[src/rtl/out_port_arbiter_if.sv]
// Output-port link bundle: requester flits/valids/readies plus the single output link.
// The arbiter takes the slave side; requesters and the downstream link sit on the master side.
interface out_port_arbiter_if #(
  parameter int unsigned FLIT_SIZE = 13,
  parameter int unsigned REQ_NUM   = 5
);
  logic [REQ_NUM-1:0]           in_w;
  logic [REQ_NUM*FLIT_SIZE-1:0] data_i;
  logic [REQ_NUM-1:0]           out_r;
  logic                         out_w;
  logic [FLIT_SIZE-1:0]         data_o;
  logic                         in_r;

  modport slave  (input in_w, data_i, in_r, output out_r, out_w, data_o);
  modport master (output in_w, data_i, in_r, input out_r, out_w, data_o);
endinterface

[src/rtl/out_port_arbiter.sv]
// Wormhole round-robin arbiter for one switch output port: grant held head..tail, then rotates.
// Optional stall watchdog enabled by defining PGNOC_ARB_TIMEOUT_EN.
module out_port_arbiter #(
  parameter int unsigned FLIT_SIZE = 13,
  parameter int unsigned REQ_NUM   = 5,
  parameter int unsigned CNT_SIZE  = 16,
  parameter int unsigned TIMEOUT   = 64
) (
  input  logic                       clk,
  input  logic                       a_rst,
  out_port_arbiter_if.slave          bus,
  output logic                       busy,
  output logic [$clog2(REQ_NUM)-1:0] grant_idx,
  output logic [CNT_SIZE-1:0]        pkt_cnt,
  output logic                       timeout
);
  localparam int unsigned IW = $clog2(REQ_NUM);

  typedef enum logic {IDLE, BUSY} state_t;

  state_t               state, state_n;
  logic [IW-1:0]        ptr, ptr_n, grant_n, next_g;
  logic [IW:0]          pick;
  logic                 own_w;
  logic [FLIT_SIZE-1:0] own_flit;
  logic                 cnt_inc;

  // First requester at or after p, wrapping; MSB flags that one was found.
  function automatic logic [IW:0] rr_pick(input logic [IW-1:0] p, input logic [REQ_NUM-1:0] req);
    logic [IW:0] r;
    int unsigned k;
    r = '0;
    for (int unsigned i = 0; i < REQ_NUM; i++) begin
      k = 32'(p) + i;
      if (k >= REQ_NUM) k = k - REQ_NUM;
      if (!r[IW] && req[IW'(k)]) r = {1'b1, IW'(k)};
    end
    return r;
  endfunction

  assign busy   = (state == BUSY);
  assign pick   = rr_pick(ptr, bus.in_w);
  assign next_g = (grant_idx == IW'(REQ_NUM - 1)) ? '0 : grant_idx + 1'b1;

  always_comb begin
    own_w     = 1'b0;
    own_flit  = '0;
    bus.out_r = '0;
    for (int unsigned i = 0; i < REQ_NUM; i++) begin
      if (IW'(i) == grant_idx) begin
        own_w        = bus.in_w[i];
        own_flit     = bus.data_i[i*FLIT_SIZE +: FLIT_SIZE];
        bus.out_r[i] = busy & bus.in_r;
      end
    end
    bus.out_w  = busy & own_w;
    bus.data_o = (busy && own_w) ? own_flit : '0;
  end

`ifdef PGNOC_ARB_TIMEOUT_EN
  localparam int unsigned SW = $clog2(TIMEOUT + 1);
  logic [SW-1:0] stall_cnt;
  logic          force_rel;
`endif

  always_comb begin
    state_n = state;
    ptr_n   = ptr;
    grant_n = grant_idx;
    cnt_inc = 1'b0;
`ifdef PGNOC_ARB_TIMEOUT_EN
    force_rel = 1'b0;
`endif
    unique case (state)
      IDLE: begin
        if (pick[IW]) begin
          state_n = BUSY;
          grant_n = pick[IW-1:0];
        end
      end
      BUSY: begin
        if (own_w && bus.in_r && own_flit[FLIT_SIZE-1]) begin
          state_n = IDLE;
          ptr_n   = next_g;
          cnt_inc = 1'b1;
        end
`ifdef PGNOC_ARB_TIMEOUT_EN
        // This stall cycle brings the counter to TIMEOUT: release without counting a packet.
        else if (!own_w && stall_cnt == SW'(TIMEOUT - 1)) begin
          state_n   = IDLE;
          ptr_n     = next_g;
          force_rel = 1'b1;
        end
`endif
      end
    endcase
  end

  always_ff @(posedge clk or negedge a_rst) begin
    if (!a_rst) begin
      state     <= IDLE;
      ptr       <= '0;
      grant_idx <= '0;
      pkt_cnt   <= '0;
    end else begin
      state     <= state_n;
      ptr       <= ptr_n;
      grant_idx <= grant_n;
      if (cnt_inc) pkt_cnt <= pkt_cnt + 1'b1;
    end
  end

`ifdef PGNOC_ARB_TIMEOUT_EN
  always_ff @(posedge clk or negedge a_rst) begin
    if (!a_rst) begin
      stall_cnt <= '0;
      timeout   <= 1'b0;
    end else begin
      timeout <= force_rel;
      if (!busy || own_w) stall_cnt <= '0;
      else                stall_cnt <= stall_cnt + 1'b1;
    end
  end
`else
  // TIMEOUT only feeds the stall watchdog; referenced so the base build still consumes it.
  assign timeout = 1'b0 & (TIMEOUT != 0);
`endif
endmodule

[src/flat_wrapper.sv]
// flat-port wrapper written by rule: the top's interface ports become plain ports
module out_port_arbiter_flat 
#(
  parameter int unsigned FLIT_SIZE = 13,
  parameter int unsigned REQ_NUM   = 5,
  parameter int unsigned CNT_SIZE  = 16,
  parameter int unsigned TIMEOUT   = 64
)
  (clk, a_rst, busy, grant_idx, pkt_cnt, timeout, bus_in_w, bus_data_i, bus_in_r, bus_out_r, bus_out_w, bus_data_o);
  out_port_arbiter_if #(.FLIT_SIZE(FLIT_SIZE), .REQ_NUM(REQ_NUM)) bus_i ();
  input  logic clk;
  input  logic a_rst;
  output logic busy;
  output logic [$clog2(REQ_NUM)-1:0] grant_idx;
  output logic [CNT_SIZE-1:0] pkt_cnt;
  output logic timeout;
  input wire logic [$bits(bus_i.in_w)-1:0] bus_in_w;
  input wire logic [$bits(bus_i.data_i)-1:0] bus_data_i;
  input wire logic [$bits(bus_i.in_r)-1:0] bus_in_r;
  output wire logic [$bits(bus_i.out_r)-1:0] bus_out_r;
  output wire logic [$bits(bus_i.out_w)-1:0] bus_out_w;
  output wire logic [$bits(bus_i.data_o)-1:0] bus_data_o;
  assign bus_i.in_w = bus_in_w;
  assign bus_i.data_i = bus_data_i;
  assign bus_i.in_r = bus_in_r;
  assign bus_out_r = bus_i.out_r;
  assign bus_out_w = bus_i.out_w;
  assign bus_data_o = bus_i.data_o;
  out_port_arbiter #(.FLIT_SIZE(FLIT_SIZE), .REQ_NUM(REQ_NUM), .CNT_SIZE(CNT_SIZE), .TIMEOUT(TIMEOUT)) u_core (.clk(clk), .a_rst(a_rst), .bus(bus_i), .busy(busy), .grant_idx(grant_idx), .pkt_cnt(pkt_cnt), .timeout(timeout));
endmodule
[config.mk]
export PLATFORM = sky130hd
export DESIGN_NAME = out_port_arbiter_flat
export DESIGN_NICKNAME = d
export VERILOG_FILES = /design/src/rtl/out_port_arbiter_if.sv /design/src/rtl/out_port_arbiter.sv /design/src/flat_wrapper.sv
export SDC_FILE = /design/constraint.sdc
export NUM_CORES = 1
export LEC_CHECK = 0
export CAP_MARGIN = 0
export CORE_MARGIN = 2
export CORE_UTILIZATION = 35
export DETAILED_ROUTE_END_ITERATION = 7
export PLACE_DENSITY = 0.64
export SLEW_MARGIN = 40
export SYNTH_ARGS = -nofsm -noshare
export SYNTH_HDL_FRONTEND = slang
export SYNTH_SLANG_ARGS = --single-unit
[constraint.sdc]
create_clock -name clk -period 5.7 [get_ports clk]
set_input_delay 1.14 -clock clk [delete_from_list [all_inputs] [get_ports clk]]
set_output_delay 1.14 -clock clk [all_outputs]
set_load 0.1 [all_outputs]
==> results_dict.tcl <==
set metrics [dict create \
    cts_buffers 3 \
    viasPerCell 5.59 \
    drt-initial-drc-count 155 \
    cts_tree "built" \
    slowest_delay_ns 0.65 \
    cp-end-kind "output pin" \
    routabilityCongestion 0.892 \
    die_h_um 94.4 \
    hold_violations 0 \
    synth_most_common_cell "nor2_1" \
    yosys.area.top_type_share 0.201 \
    grt_pass1_vias 2948 \
    period_share 0.795 \
    coreArea_mm2 0.00781 \
    grt_pass1_wl_um 14900 \
    path_clk_slew_ns 0.08 \
    reg2reg_to "u_core.grant_idx[2]" \
    synth_adder_area_share 0.0682 \
    fin_skew_ns 0.00293 \
    max_freq_ghz 0.221 \
    fillers 798 \
    rsz0062_at_grt "false" \
    synth.cells.most_frequent "50 x nor2_1, 38 x a21oi_1, 38 x nand2_1" \
    regToRegStartpoint "u_core.ptr[1]" \
    nNetsFinal 565 \
    ff2ff_setup_slack_ns 1.88 \
    critPathMaxFanout 14 \
    port_buffers 111 \
    outcome "completed" \
    final_cells 578 \
    cts_setup_buffers 0 \
    r2r_cells 10 \
    drtPass1Iterations 5 \
    clock_sinks 23 \
    crit_end "bus_data_o[12]" \
    ctsLongestPathBuffers 2 \
    period_needed_ns 4.53 \
    synth_flop_cell "dfrtp_1" \
    initial_core_util 0.366 \
    htreeDepth 1 \
    critical_path_class "input port to output pin" \
    holdWs_ns 0.468 \
    dpl.hpwl_um 7260 \
    io_pins 113 \
    dp_cells 574 \
    antenna_found_initial 0 \
    n_antenna_cell 0 \
    worstSetupStartpointType "input port" \
    critPathSlowestCell "clkdlybuf4s50_1" \
    synth_area_leaders "dfrtp_1 20%, a21oi_1 6.6%, nor2_1 6.6%, ha_1 6.1%, xnor2_1 5.2%" \
    routed-via-count 3230 \
    synth_top_family_by_area "compound AO/OA/AOI/OAI gates" \
    crit_path_start "bus_in_w[0]" \
    required_ns 4.56 \
    std_cell_rows 32 \
    synth_nets 477 \
    synthToLayoutAreaGrowth_pct 34.9 \
    async_flop_share 1.00 \
    tightest_slew_ns 0.662 \
    ys_warn_count 0 \
    die-area_mm2 0.00891 \
    min_path_type "flip-flop to flip-flop" \
    ys_ff_latch 23 \
    post-synth-top-area-cell "dfrtp_1" \
    routedWlPerCell_um 16.8 \
    cp_cell_sequence "clkdlybuf4s50_1 > nor2b_1 > a221oi_1 > a2111oi_0 > o21ai_2 > nor2_1 > buf_4" \
    netlist_instances 389 \
    synth_compound_area_frac 0.274 \
    cts_root_buffer "clkbuf_8" \
    drt-total-wl_um 9710 \
    clock_latency_ns 0.26 \
    die_w_um 94.4 \
    cp.arrival_ns 3.39 \
    cts.repair.resized 0 \
    grt_max_degree 32 \
    setup_viol 0 \
    muxShareOfSynthArea 0.0494 \
    grt_use_total 0.208 \
    max_cap_viol_count 0 \
    synth_cell_types 66 \
    yosysSeqAreaShare 0.201 \
    timing.setup.tns_ns 0 \
    hold_buffers 0 \
    synth_edf_count 0 \
    netlist_area_mm2 0.00286 \
    yosys.area_share.simple 0.274 \
    drt.antenna.violating_nets 0 \
    synthXorXnorAreaFrac 0.0551 \
    slew_headroom 0.555 \
    final_layout_size_suffix_gt1_frac 0.141 \
    maxSlewViolCount 0 \
    grt-ovfl-total 0 \
    route.detailed.drc 0 \
    syn_avg_cell_area_um2 7.35 \
]
[critical path: cells and delay by family]
| kind | cells | cell delay (ns) |
|---|---|---|
| AOI/OAI and AO/OA | 3 | 0.92 |
| buffers and inverters | 2 | 0.96 |
| and+or+nand+nor | 2 | 0.37 |
[per-layer routing]
metal	track usage	share of wire	vias to the layer above
li1	-	-	1589
met1	0.269	0.42	1500
met2	0.364	0.48	133
met3	0.0391	0.085	8
met4	0.0374	0.013	0
met5	0	0	-
[layout by cell type, fill, tap and decap left out, types with 13 or more instances in the layout]
cell	instances
a21oi_1	38
a222oi_1	13
buf_2	26
buf_4	17
clkdlybuf4s50_1	71
dfrtp_1	23
ha_1	13
inv_1	16
nand2_1	38
nand3_1	14
nor2_1	50
o21ai_0	27
xnor2_1	17
[area by class of cell]
| type | count | area [um^2] | area share |
|---|---|---|---|
| clock buffer | 3 | 41.3 | 0.0107 |
| tap | 102 | 128 | 0.0331 |
| inverter | 17 | 63.8 | 0.0165 |
| clock inverter | 1 | 5.00 | 0.00130 |
| timing repair buffer | 114 | 968 | 0.251 |
| sequential | 23 | 576 | 0.149 |
| multi-input combinational | 318 | 2080 | 0.538 |
[how the worst min path moves through the flow]
| stage | endpoint | cells past startpoint | slack, ns | startpoint |
|---|---|---|---|---|
| after floorplan | u_core.ptr[0] | 4 | 0.83 | u_core.ptr[0] |
| after global placement | u_core.pkt_cnt[15] | 1 | 0.47 | u_core.pkt_cnt[15] |
| after detailed placement | u_core.pkt_cnt[15] | 1 | 0.46 | u_core.pkt_cnt[15] |
| after CTS | u_core.pkt_cnt[15] | 1 | 0.47 | u_core.pkt_cnt[15] |
| after global routing | u_core.pkt_cnt[15] | 1 | 0.50 | u_core.pkt_cnt[15] |
| final | u_core.pkt_cnt[15] | 1 | 0.47 | u_core.pkt_cnt[15] |
[through the flow]
step	utilization	setup WS [ns]	cell area (um^2)
2_1_floorplan	-	0.534	2860
3_3_place_gp	0.504	1.08	3930
3_5_place_dp	0.488	1.17	3810
4_1_cts	0.493	1.07	3850
5_1_grt	0.494	0.897	3860
6_report	0.494	1.17	3860
[cell families (layout without fill, tap and decap cells)]
logic type	count (synthesis)	in the layout
AND/OR/NAND/NOR	157	157
buffers and inverters	48	135
XOR/XNOR	18	18
AO/OA/AOI/OAI	115	115
flip-flops	23	23
multiplexers	12	12
adder cells (fa/ha/maj)	15	15
other	1	1
[flip-flops by register name, indices dropped and copies added (netlist names)]
register          cells
u_core.grant_idx      3
u_core.busy           1
u_core.pkt_cnt       16
u_core.ptr            3
Power is left out: the tool's default activity adds up to more than one toggle a clock period on the data nets, which glitch-free logic cannot reach.
